$ cat config.mk
export PLATFORM = sky130hd
export DESIGN_NAME = jtag_user_dr_endpoint
export DESIGN_NICKNAME = d
export VERILOG_FILES = /design/src/rtl/jtag_user_dr_endpoint.sv
export SDC_FILE = /design/constraint.sdc
export NUM_CORES = 1
export LEC_CHECK = 0
export ABC_AREA = 1
export CORE_ASPECT_RATIO = 0.5
export CORE_MARGIN = 8
export CORE_UTILIZATION = 40
export CTS_CLUSTER_SIZE = 24
export DETAILED_ROUTE_END_ITERATION = 10
export PLACE_DENSITY = 0.65
export REMOVE_ABC_BUFFERS = 1
export SYNTH_ARGS = -nofsm -noshare
export SYNTH_HDL_FRONTEND = slang
export SYNTH_SLANG_ARGS = --single-unit
export TNS_END_PERCENT = 50
$ cat constraint.sdc
create_clock -name tck -period 3.45 [get_ports tck]
set_input_delay 1.035 -clock tck [delete_from_list [all_inputs] [get_ports tck]]
set_output_delay 1.035 -clock tck [all_outputs]
set_load 0.02 [all_outputs]
$ cat src/rtl/jtag_user_dr_endpoint.sv
// jtag_user_dr_endpoint
//
// Device-side endpoint of the BSCANE2 USER4 data-register channel. Host
// write scans of exactly 8 bits are turned into a byte stream with a
// one-cycle strobe. Readback scans shift out a RESULT_WIDTH result word
// on tdo, LSB first.
//
// Ports:
//   tck               - BSCANE2 TCK, the only clock (rising edge)
//   rst_n             - synchronous active-low reset
//   tdi / tdo         - serial data from / to the host (tdo = shreg[0])
//   test_logic_reset  - TAP in Test-Logic-Reset, synchronous soft clear
//   run_test_idle     - TAP in Run-Test/Idle, informational only
//   ir_is_user        - IR holds USER4; gates capture/shift/update
//   capture_dr, shift_dr, update_dr - TAP DR state flags
//   result            - solver answer, sampled at capture
//   result_valid      - result is final; otherwise zeros are captured
//   inbound_byte      - last received byte
//   inbound_valid     - one-cycle strobe qualifying inbound_byte
//   frame_error       - sticky, a scan had neither 8 nor >= RESULT_WIDTH bits

module jtag_user_dr_endpoint #(
  parameter int RESULT_WIDTH = 32
) (
  input  logic                    tck,
  input  logic                    rst_n,
  input  logic                    tdi,
  output logic                    tdo,
  input  logic                    test_logic_reset,
  input  logic                    run_test_idle,
  input  logic                    ir_is_user,
  input  logic                    capture_dr,
  input  logic                    shift_dr,
  input  logic                    update_dr,
  input  logic [RESULT_WIDTH-1:0] result,
  input  logic                    result_valid,
  output logic [7:0]              inbound_byte,
  output logic                    inbound_valid,
  output logic                    frame_error
);

  localparam int CW = $clog2(RESULT_WIDTH) + 1;
  localparam logic [CW-1:0] BYTE_BITS = CW'(8);
  localparam logic [CW-1:0] FULL_BITS = CW'(RESULT_WIDTH);

  typedef enum logic [1:0] {
    IDLE     = 2'd0,
    CAPTURED = 2'd1,
    SHIFTING = 2'd2
  } state_t;

  state_t                  state;
  state_t                  state_next;
  logic [RESULT_WIDTH-1:0] shreg;
  logic [CW-1:0]           bitcnt;
  logic                    byte_pending;
  logic                    do_capture;
  logic                    do_shift;
  logic                    do_update;

  // Run-Test/Idle carries no meaning for this channel.
  logic unused_inputs;
  assign unused_inputs = run_test_idle;

  assign tdo = shreg[0];

  // State register.
  always_ff @(posedge tck) begin
    if (!rst_n) begin
      state <= IDLE;
    end else begin
      state <= state_next;
    end
  end

  // Next-state and action decode. Priority resolves illegal simultaneous
  // flags: test_logic_reset > capture > shift > update. Shift and update
  // only act after a capture, so stray flags while IDLE are no-ops.
  always_comb begin
    state_next = state;
    do_capture = 1'b0;
    do_shift   = 1'b0;
    do_update  = 1'b0;
    if (test_logic_reset) begin
      state_next = IDLE;
    end else if (ir_is_user) begin
      if (capture_dr) begin
        state_next = CAPTURED;
        do_capture = 1'b1;
      end else if (shift_dr) begin
        if (state != IDLE) begin
          state_next = SHIFTING;
          do_shift   = 1'b1;
        end
      end else if (update_dr) begin
        if (state != IDLE) begin
          state_next = IDLE;
          do_update  = 1'b1;
        end
      end
    end
  end

  // Datapath. The received byte is latched at the update edge while the
  // strobe is delayed one edge through byte_pending, so inbound_valid
  // rises on the edge after update_dr is sampled.
  always_ff @(posedge tck) begin
    if (!rst_n) begin
      shreg         <= '0;
      bitcnt        <= '0;
      inbound_byte  <= 8'h00;
      inbound_valid <= 1'b0;
      byte_pending  <= 1'b0;
      frame_error   <= 1'b0;
    end else if (test_logic_reset) begin
      bitcnt        <= '0;
      inbound_valid <= 1'b0;
      byte_pending  <= 1'b0;
    end else begin
      inbound_valid <= byte_pending;
      byte_pending  <= 1'b0;
      if (do_capture) begin
        shreg  <= result_valid ? result : '0;
        bitcnt <= '0;
      end else if (do_shift) begin
        shreg <= {tdi, shreg[RESULT_WIDTH-1:1]};
        if (bitcnt != FULL_BITS) begin
          bitcnt <= bitcnt + 1'b1;
        end
      end else if (do_update) begin
        // A write frame leaves its first-shifted bit at RESULT_WIDTH-8.
        if (bitcnt == BYTE_BITS) begin
          inbound_byte <= shreg[RESULT_WIDTH-1 -: 8];
          byte_pending <= 1'b1;
        end else if ((bitcnt != FULL_BITS) && (bitcnt != '0)) begin
          frame_error <= 1'b1;
        end
      end
    end
  end

endmodule

==> summary.md, run 1 <==
| Metric | Value |
|---|---|
| Setup-failing EPs final | 0 |
| Post-synth top area share | 40.4% |
| Cells after synthesis | 375 |
| Postcts setup bufs | 0 |
| H-Tree Level Count | 2 |
| Syn avg cell area | 6.75 um2 |
| Root buffer cell | clkbuf_16 |
| Yosys reg bits | 51 |
| Commonest non-fill, non-tap cells in the layout | nand2_1, nand3_1, dfxtp_1, clkdlybuf4s50_1, nor2_1 |
| Crit-path max FO | 17 |
| Vias/cell | 4.81 |
| Routed len/inst | 12.0 um |
| Iter 0 DRT Violations | 198 |
| Final hold slack | 0.408 ns |
| Die H | 72.2 um |
| Fin. Hold Viols | 0 |
| Post-detail-place hpwl | 4260 um |
| Initial antenna violation count | 0 |
| Final Cell Area | 3250 um2 |
| Post-synthesis compound-gate area fraction | 11.1% |
| Period utilization | 73.5% |
| Final Critical Period | 2.54 ns |
| DRC viols | 0 |
| Antenna diodes | 0 |
| Total GRT Usage | 13.2% |
| Post-Syn Area | 2530 um2 |
| Proportion of synthesized area in mux cells | 0% |
| XOR/XNOR share of the synthesized area | 1.04% |
| Most Crowded Layer GR | met2 |
| Hold-fix buffers, CTS | 0 |
| P&R area growth vs syn | 28.5% |
| Simple-Gate Fraction of Synth Area | 36.2% |
| Main combinational cell family by area after synthesis | simple AND/OR/NAND/NOR gates |
| CTS Buffer Depth | 2 |
| Routed Antenna Nets | 0 |
| CTS Sinks | 51 |
| First-pass GRT wire length | 10,000 um |
| Power per Cell Area | 379 nW/um2 |
| # rows | 20 |
| Gp weighted congestion | 0.811 |
| Maxcap violations | 0 |
| Final Slew Violations | 0 |
| Finished Core Util | 53.5% |
| CP startpoint kind | input pin |
| Power, Total | 1.23 mW |
| Slew headroom | 72.1% |
| M2 GR Usage | 22.7% |
| Placed cells | 501 |
| Status | complete, no violations |
| Post-route insts no fill | 509 |
| Core box area | 6080 um2 |
| DP Worst Slack | 0.591 ns |
| Critical path class | in -> reg |
| IO buf count | 51 |
| Most common cell after layout, fill and taps aside | nand2_1 |
| Seq/Total Area, Yosys | 40.4% |
| Num CTS Buffers | 5 |
| RSZ-0062 raised after global routing | false |
| Worst Clk Skew | 0.00390 ns |
| Adder-Cell Fraction of Synth Area | 0.989% |
| Grt ovf | 0 |
| CP arrival | 2.72 ns |
| Vias in the first global route | 2,200 |
| Setup WS post-layout | 0.913 ns |
| Worst-margin pin slew | 0.418 ns |
| Max VDD drop | 203 uV |
| Clk slew on worst S/H paths | 0.06 ns |
| TNS Setup | 0 ns |
| GR Util met1 | 15.2% |
| GRT met3 Usage | 4.39% |
| Starting Density | 41.6% |
| Die ar. | 9280 um2 |
| Post-cts sizing count | 0 |
| NumNets Final | 464 |
| TritonCTS clock tree | built |
| WL final | 6110 um |
| Hold WC Path Type | reg -> reg |
| Top cells by area, synth | dfxtp_1, nand2_1, nand3_1 |
| Yosys warning total | 0 |
| Drt first pass iters | 5 |
| Fmax | 0.394 GHz |
| Layout cell share with drive strength beyond 1 | 5.70% |
| Clk_lat worst skew | 0.29 ns |
| Largest net degree at the start of global routing | 38 |
| Die width | 128 um |
| Critical Path RT | 3.63 ns |
| Crit. End Element | flip-flop |
| Cell type with the largest total area after synthesis | dfxtp_1 |
| IO Count | 53 |
| Leakage | 1.15 nW |
| Post-synth cell types | 22 |
| Via Count | 2,447 |
| Dpl cell area | 3090 um2 |
## metal layers
metal / routed length [um] / share of wire, % / vias to the layer above
met5: 0 / 0 / -
met2: 3000 / 49 / 40
li1: - / - / 1299
met4: 70 / 1.1 / 0
met3: 309 / 5.1 / 8
met1: 2730 / 45 / 1100
## flip-flops by register name, indices dropped and copies added (netlist names)
register / cells
shreg: 32
inbound_byte: 8
bitcnt: 6
state: 2
byte_pending: 1
frame_error: 1
inbound_valid: 1
## kinds of logic (layout without fill, tap and decap cells)
kind of cell	count (synthesis)	in the layout
DFF	51	51
and+or+nand+nor	210	210
buffers and inverters	58	104
AOI/OAI and AO/OA	51	51
adders and majority gates	2	2
xor gates and xnor gates	3	3
## synthesized netlist by cell type
cell type	instances
nand3b_1	2
inv_2	1
inv_1	38
nor2_1	42
clkbuf_1	7
ha_1	2
nand3_1	51
a21oi_1	22
nand2_1	104
buf_6	2
nand2_2	3
dfxtp_1	51
o21ai_1	3
o21ai_0	5
xor2_1	3
a31oi_1	21
buf_4	6
nand3_2	1
nor2_4	5
nor2_2	1
nand4_1	1
buf_2	4
## power breakdown
part	total [mW]	internal (mW)	switching [mW]	leakage [nW]
Combinational	0.115	0.0599	0.0553	0.657
Sequential	0.603	0.598	0.00470	0.412
Clock	0.516	0.309	0.207	0.0772
Total	1.23	0.967	0.267	1.15
## worst max-delay path, cell delays in order
cell and delay [ns]:
clkdlybuf4s50_1 0.55, inv_2 0.06, nor2_4 0.12, nand2_2 0.21
nand2_1 0.41, inv_1 0.15, nor2_1 0.11, nor2_1 0.06
## cell type report
type,instances,area (um2)
Fill cell,609,2830
Multi-Input combinational cell,266,1250
Sequential cell,51,1020
Timing Repair Buffer,57,568
Clock buffer,8,156
Inverter,39,146
Tap cell,88,110
## worst paths after layout
kind,start,endpoint,slack (ns),cells past startpoint
setup / recovery,ir_is_user,shreg[29]$_SDFFE_PN0P_,0.91,8
hold / removal,byte_pending$_SDFF_PP0_,inbound_valid$_SDFF_PP0_,0.41,2
setup reg to reg,bitcnt[0]$_SDFFE_PP0P_,inbound_byte[0]$_SDFFE_PN0P_,1.83,7
hold reg to reg,byte_pending$_SDFF_PP0_,inbound_valid$_SDFF_PP0_,0.41,2
(Power assumes the default switching activity.)
==> run 2: changes to the inputs <==
==> constraint.sdc (replaced) <==
create_clock -name tck -period 2.5 [get_ports tck]
set_input_delay 0.75 -clock tck [delete_from_list [all_inputs] [get_ports tck]]
set_output_delay 0.75 -clock tck [all_outputs]
set_load 0.02 [all_outputs]
==> run 2 against run 1 <==
Against the previous run:
- flip-flop and latch count unchanged
- routed wire length increased by 0.59%
- critical path type unchanged
- first-iteration DRC count is 34% lower
- via count grew 0.74%
- largest cell class unchanged
- clock power rose by 38%
==> summary.md, run 2 (same netlist as run 1, synthesis figures left out) <==
| Metric | Value |
|---|---|
| Status | complete, no violations |
| Total GRT Usage | 13.6% |
| Number of flip-flops under the largest register name | 32 |
| Postcts setup bufs | 0 |
| Routed Antenna Nets | 0 |
| Root buffer cell | clkbuf_16 |
| Setup-failing EPs final | 0 |
| Most common cell after layout, fill and taps aside | nand2_1 |
| Iter 0 DRT Violations | 130 |
| CP startpoint kind | input pin |
| Multi-input gate area | 1250 um2 |
| Antenna diodes | 0 |
| Commonest non-fill, non-tap cells in the layout | nand2_1, nand3_1, dfxtp_1, clkdlybuf4s50_1, nor2_1 |
| Clk slew on worst S/H paths | 0.06 ns |
| Post-cts sizing count | 0 |
| Maxcap violations | 0 |
| Largest net degree at the start of global routing | 38 |
| NumNets Final | 468 |
| Worst-margin pin slew | 0.527 ns |
| Max VDD drop | 232 uV |
| Drt first pass iters | 4 |
| P&R area growth vs syn | 29.8% |
| Register area | 1020 um2 |
| CTS Buffer Depth | 2 |
| # rows | 20 |
| First-pass GRT wire length | 10,400 um |
| Fin. Hold Viols | 0 |
| Top flop regs | shreg (32), inbound_byte (8), bitcnt (6) |
| Fill cell total of the finished layout | 626 |
| CTS Sinks | 51 |
| TritonCTS clock tree | built |
| Fmax | 0.461 GHz |
| Most used cell, CP | nor2_1 |
| Crit. End Element | flip-flop |
| Vias/cell | 4.81 |
| Grt ovf | 0 |
| Via Count | 2,465 |
| Initial antenna violation count | 0 |
| Final Critical Period | 2.17 ns |
| Delay of the slowest critical-path stage | 0.48 ns |
| RSZ-0062 raised after global routing | false |
| Die width | 128 um |
| H-Tree Level Count | 2 |
| Biggest register | shreg |
| Num CTS Buffers | 5 |
| DRC viols | 0 |
| Worst Clk Skew | 0.00398 ns |
| Vias in the first global route | 2,322 |
| Power per Cell Area | 520 nW/um2 |
| Hold WC Path Type | reg -> reg |
| Final hold slack | 0.407 ns |
| Final Slew Violations | 0 |
| Critical path class | in -> reg |
| CP Cell Sequence | clkdlybuf4s50_1, nor2_1, nand3_2, nand2_1, inv_1, nor2_1, nor2_1 |
| Die ar. | 9280 um2 |
| Clk_lat worst skew | 0.29 ns |
| TNS Setup | 0 ns |
| Core box area | 6080 um2 |
| CP arrival | 2.35 ns |
| Hold-fix buffers, CTS | 0 |
| Routed len/inst | 12.0 um |
| Slew headroom | 64.7% |
| Gp weighted congestion | 0.806 |
| Crit-path max FO | 13 |
| Period utilization | 86.7% |
| Starting Density | 41.6% |
| Die H | 72.2 um |
| IO Count | 53 |
| IO buf count | 51 |
| Leakage | 1.16 nW |
| Finished Core Util | 54.0% |
| Post-detail-place hpwl | 4340 um |
| Critical Path RT | 2.68 ns |
| CP max-delay cell | clkdlybuf4s50_1 |
| Layout cell share with drive strength beyond 1 | 6.82% |
| WL final | 6150 um |
run 2: through the flow:
step           total power, mW  area [um2]  cells  setup slack (ns)
6_report                  1.71        3280    513             0.333
5_1_grt                   1.79        3280    513             0.197
3_3_place_gp              1.01        3120    505            0.0785
3_5_place_dp              1.01        3120    505            0.0474
2_1_floorplan            0.911        2420    356             0.415
4_1_cts                   1.73        3280    513             0.355
run 2: where the power goes:
part	internal, mW	total, mW	switching (mW)
registers	0.825	0.832	0.00653
logic	0.0839	0.161	0.0776
clock network	0.425	0.714	0.288
run 2: worst max-delay path: cells and delay by family:
kind / cells / cell delay [ns]
buffers and inverters: 2 / 0.64
AND/OR/NAND/NOR: 5 / 0.96
run 2: cell type report:
class	instances	share of cell area, %
Clock buffer	7	4.65
Clock inverter	1	0.229
Inverter	39	4.46
Multi-Input combinational cell	266	38.0
Sequential cell	51	31.1
Tap cell	88	3.35
Timing Repair Buffer	61	18.2
run 2: final timing paths:
kind	end	start	slack (ns)	cells after the start
max	shreg[27]$_SDFFE_PN0P_	capture_dr	0.33	7
min	inbound_valid$_SDFF_PP0_	byte_pending$_SDFF_PP0_	0.41	2
max reg2reg	inbound_byte[2]$_SDFFE_PN0P_	bitcnt[0]$_SDFFE_PP0P_	0.84	7
min reg2reg	inbound_valid$_SDFF_PP0_	byte_pending$_SDFF_PP0_	0.41	2
run 2: routing by layer:
metal,wire (um),track usage (%),vias up
li1,-,-,1301
met1,2720,15.5,1122
met2,3030,24.0,36
met3,335,4.61,6
met4,57,3.52,0
met5,0,0,-
==> run 3: changes to the inputs <==
--- a/config.mk
+++ b/config.mk
@@ -7,10 +7,11 @@
 export LEC_CHECK = 0
 export ABC_AREA = 1
 export CORE_ASPECT_RATIO = 0.5
-export CORE_MARGIN = 8
+export CORE_MARGIN = 1
 export CORE_UTILIZATION = 40
 export CTS_CLUSTER_SIZE = 24
 export DETAILED_ROUTE_END_ITERATION = 10
+export GPL_ROUTABILITY_DRIVEN = 0
 export PLACE_DENSITY = 0.65
 export REMOVE_ABC_BUFFERS = 1
 export SYNTH_ARGS = -nofsm -noshare
==> run 3 against run 2 <==
Against the previous run:
- combinational power hardly changed
- power is 4.6% lower
- flip-flop and latch count stayed put
- clock skew hardly changed
- register-to-register slack better by 0.05 ns
- design area is 0.80% lower
- utilization is 0.43 points lower
- routed wire length is 8.0% lower
- largest cell class unchanged
==> summary.md, run 3 (same netlist as run 1, synthesis figures left out) <==
| Metric | Value |
|---|---|
| Top flop regs | shreg (32), inbound_byte (8), bitcnt (6) |
| Layout cell share with drive strength beyond 1 | 5.92% |
| CTS Sinks | 51 |
| CTS Buffer Depth | 2 |
| Core box area | 6080 um2 |
| Power, Total | 1.63 mW |
| Power per Cell Area | 500 nW/um2 |
| Crit. End Element | flip-flop |
| Drt first pass iters | 4 |
| Fill cell total of the finished layout | 622 |
| Via Count | 2,432 |
| Hold WC Path Type | reg -> reg |
| Largest net degree at the start of global routing | 38 |
| R2r startpoint | bitcnt[0]$_SDFFE_PP0P_ |
| Initial antenna violation count | 0 |
| NumNets Final | 467 |
| Clk_lat worst skew | 0.29 ns |
| Routed len/inst | 11.1 um |
| IO buf count | 51 |
| Crit-path max FO | 13 |
| Grt ovf | 0 |
| R2R cell count | 7 |
| Postcts setup bufs | 0 |
| Clk slew on worst S/H paths | 0.06 ns |
| Dpl cell area | 3130 um2 |
| Slew headroom | 72.8% |
| Antenna diodes | 0 |
| Hold-fix buffers, CTS | 0 |
| Register area | 1020 um2 |
| Final Cell Area | 3260 um2 |
| Fmax | 0.463 GHz |
| Number of flip-flops under the largest register name | 32 |
| Final Slew Violations | 0 |
| Worst Clk Skew | 0.00405 ns |
| # rows | 20 |
| Delay of the slowest critical-path stage | 0.48 ns |
| Iter 0 DRT Violations | 147 |
| Worst Min Path Start | byte_pending$_SDFF_PP0_ |
| Vias/cell | 4.77 |
| Period utilization | 86.4% |
| Leakage | 1.15 nW |
| Most used cell, CP | nor2_1 |
| Die width | 114 um |
| Biggest register | shreg |
| CP arrival | 2.34 ns |
| Post-cts sizing count | 0 |
| DRC viols | 0 |
| First-pass GRT wire length | 9730 um |
| Final Critical Period | 2.16 ns |
| Worst-margin pin slew | 0.407 ns |
| Multi-input gate area | 1250 um2 |
| CP startpoint kind | input pin |
| P&R area growth vs syn | 28.8% |
| Setup-failing EPs final | 0 |
| CP Cell Sequence | clkdlybuf4s50_1, nor2_1, nand3_2, nand2_1, inv_1, nor2_1, nor2_1 |
| Die H | 58.2 um |
| Most common cell after layout, fill and taps aside | nand2_1 |
| Status | complete, no violations |
| Critical path origin | capture_dr |
| Hold path depth | 2 |
| Commonest non-fill, non-tap cells in the layout | nand2_1, nand3_1, dfxtp_1, clkdlybuf4s50_1, nor2_1 |
| Routed Antenna Nets | 0 |
| Fin. Hold Viols | 0 |
| Starting Density | 41.6% |
| WL final | 5650 um |
| CP max-delay cell | clkdlybuf4s50_1 |
| IO Count | 53 |
| Post-detail-place hpwl | 3900 um |
| Die ar. | 6670 um2 |
| Final hold slack | 0.408 ns |
| H-Tree Level Count | 2 |
| Finished Core Util | 53.6% |
| Vias in the first global route | 2,219 |
| Num CTS Buffers | 5 |
| Maxcap violations | 0 |
| Critical path class | in -> reg |
| Total GRT Usage | 18.3% |
| Max VDD drop | 191 uV |
| TNS Setup | 0 ns |
| TritonCTS clock tree | built |
| Critical Path RT | 2.68 ns |
| RSZ-0062 raised after global routing | false |
| Root buffer cell | clkbuf_16 |
run 3: changes by cell type in the layout (fill, tap and decap cells not counted), sizes merged:
| cell | delta |
|---|---|
| buf | -1 |
| clkbuf | -1 |
| clkinvlp | -1 |
run 3: worst paths after layout:
| check | endpoint | slack, ns |
|---|---|---|
| max reg2reg | inbound_byte[2]$_SDFFE_PN0P_ | 0.89 |
| max | shreg[29]$_SDFFE_PN0P_ | 0.34 |
| min reg2reg | inbound_valid$_SDFF_PP0_ | 0.41 |
| min | inbound_valid$_SDFF_PP0_ | 0.41 |
run 3: cell type report:
| type | instances | area share [%] |
|---|---|---|
| multi-input cells | 266 | 38.3 |
| repair buffers | 60 | 18.5 |
| flip-flops and latches | 51 | 31.3 |
| inverters | 39 | 4.49 |
| clock buffers | 6 | 3.96 |
| well taps | 88 | 3.38 |
run 3: worst max-delay path: cells and delay by family:
family / cells / cell delay [ns]
simple gates: 5 / 0.96
buf+inv: 2 / 0.63
run 3: metrics by stage:
stage	std cells	setup slack, ns
floorplan	356	0.415
global placement	504	0.0881
detailed placement	504	0.0473
CTS	510	0.353
global route	510	0.154
finish	510	0.339
run 3: routing by layer:
layer  routed length (um)  GRT usage, %
met5                    0             0
met2                 2600          32.0
met4                   55          5.01
met1                 2840          23.1
met3                  156          4.08
run 3: power breakdown:
group          total (mW)  leakage [nW]  switching (mW)  internal, mW
Sequential          0.832         0.412         0.00646         0.826
Clock               0.635        0.0628           0.274         0.360
Combinational       0.162         0.675          0.0773        0.0851
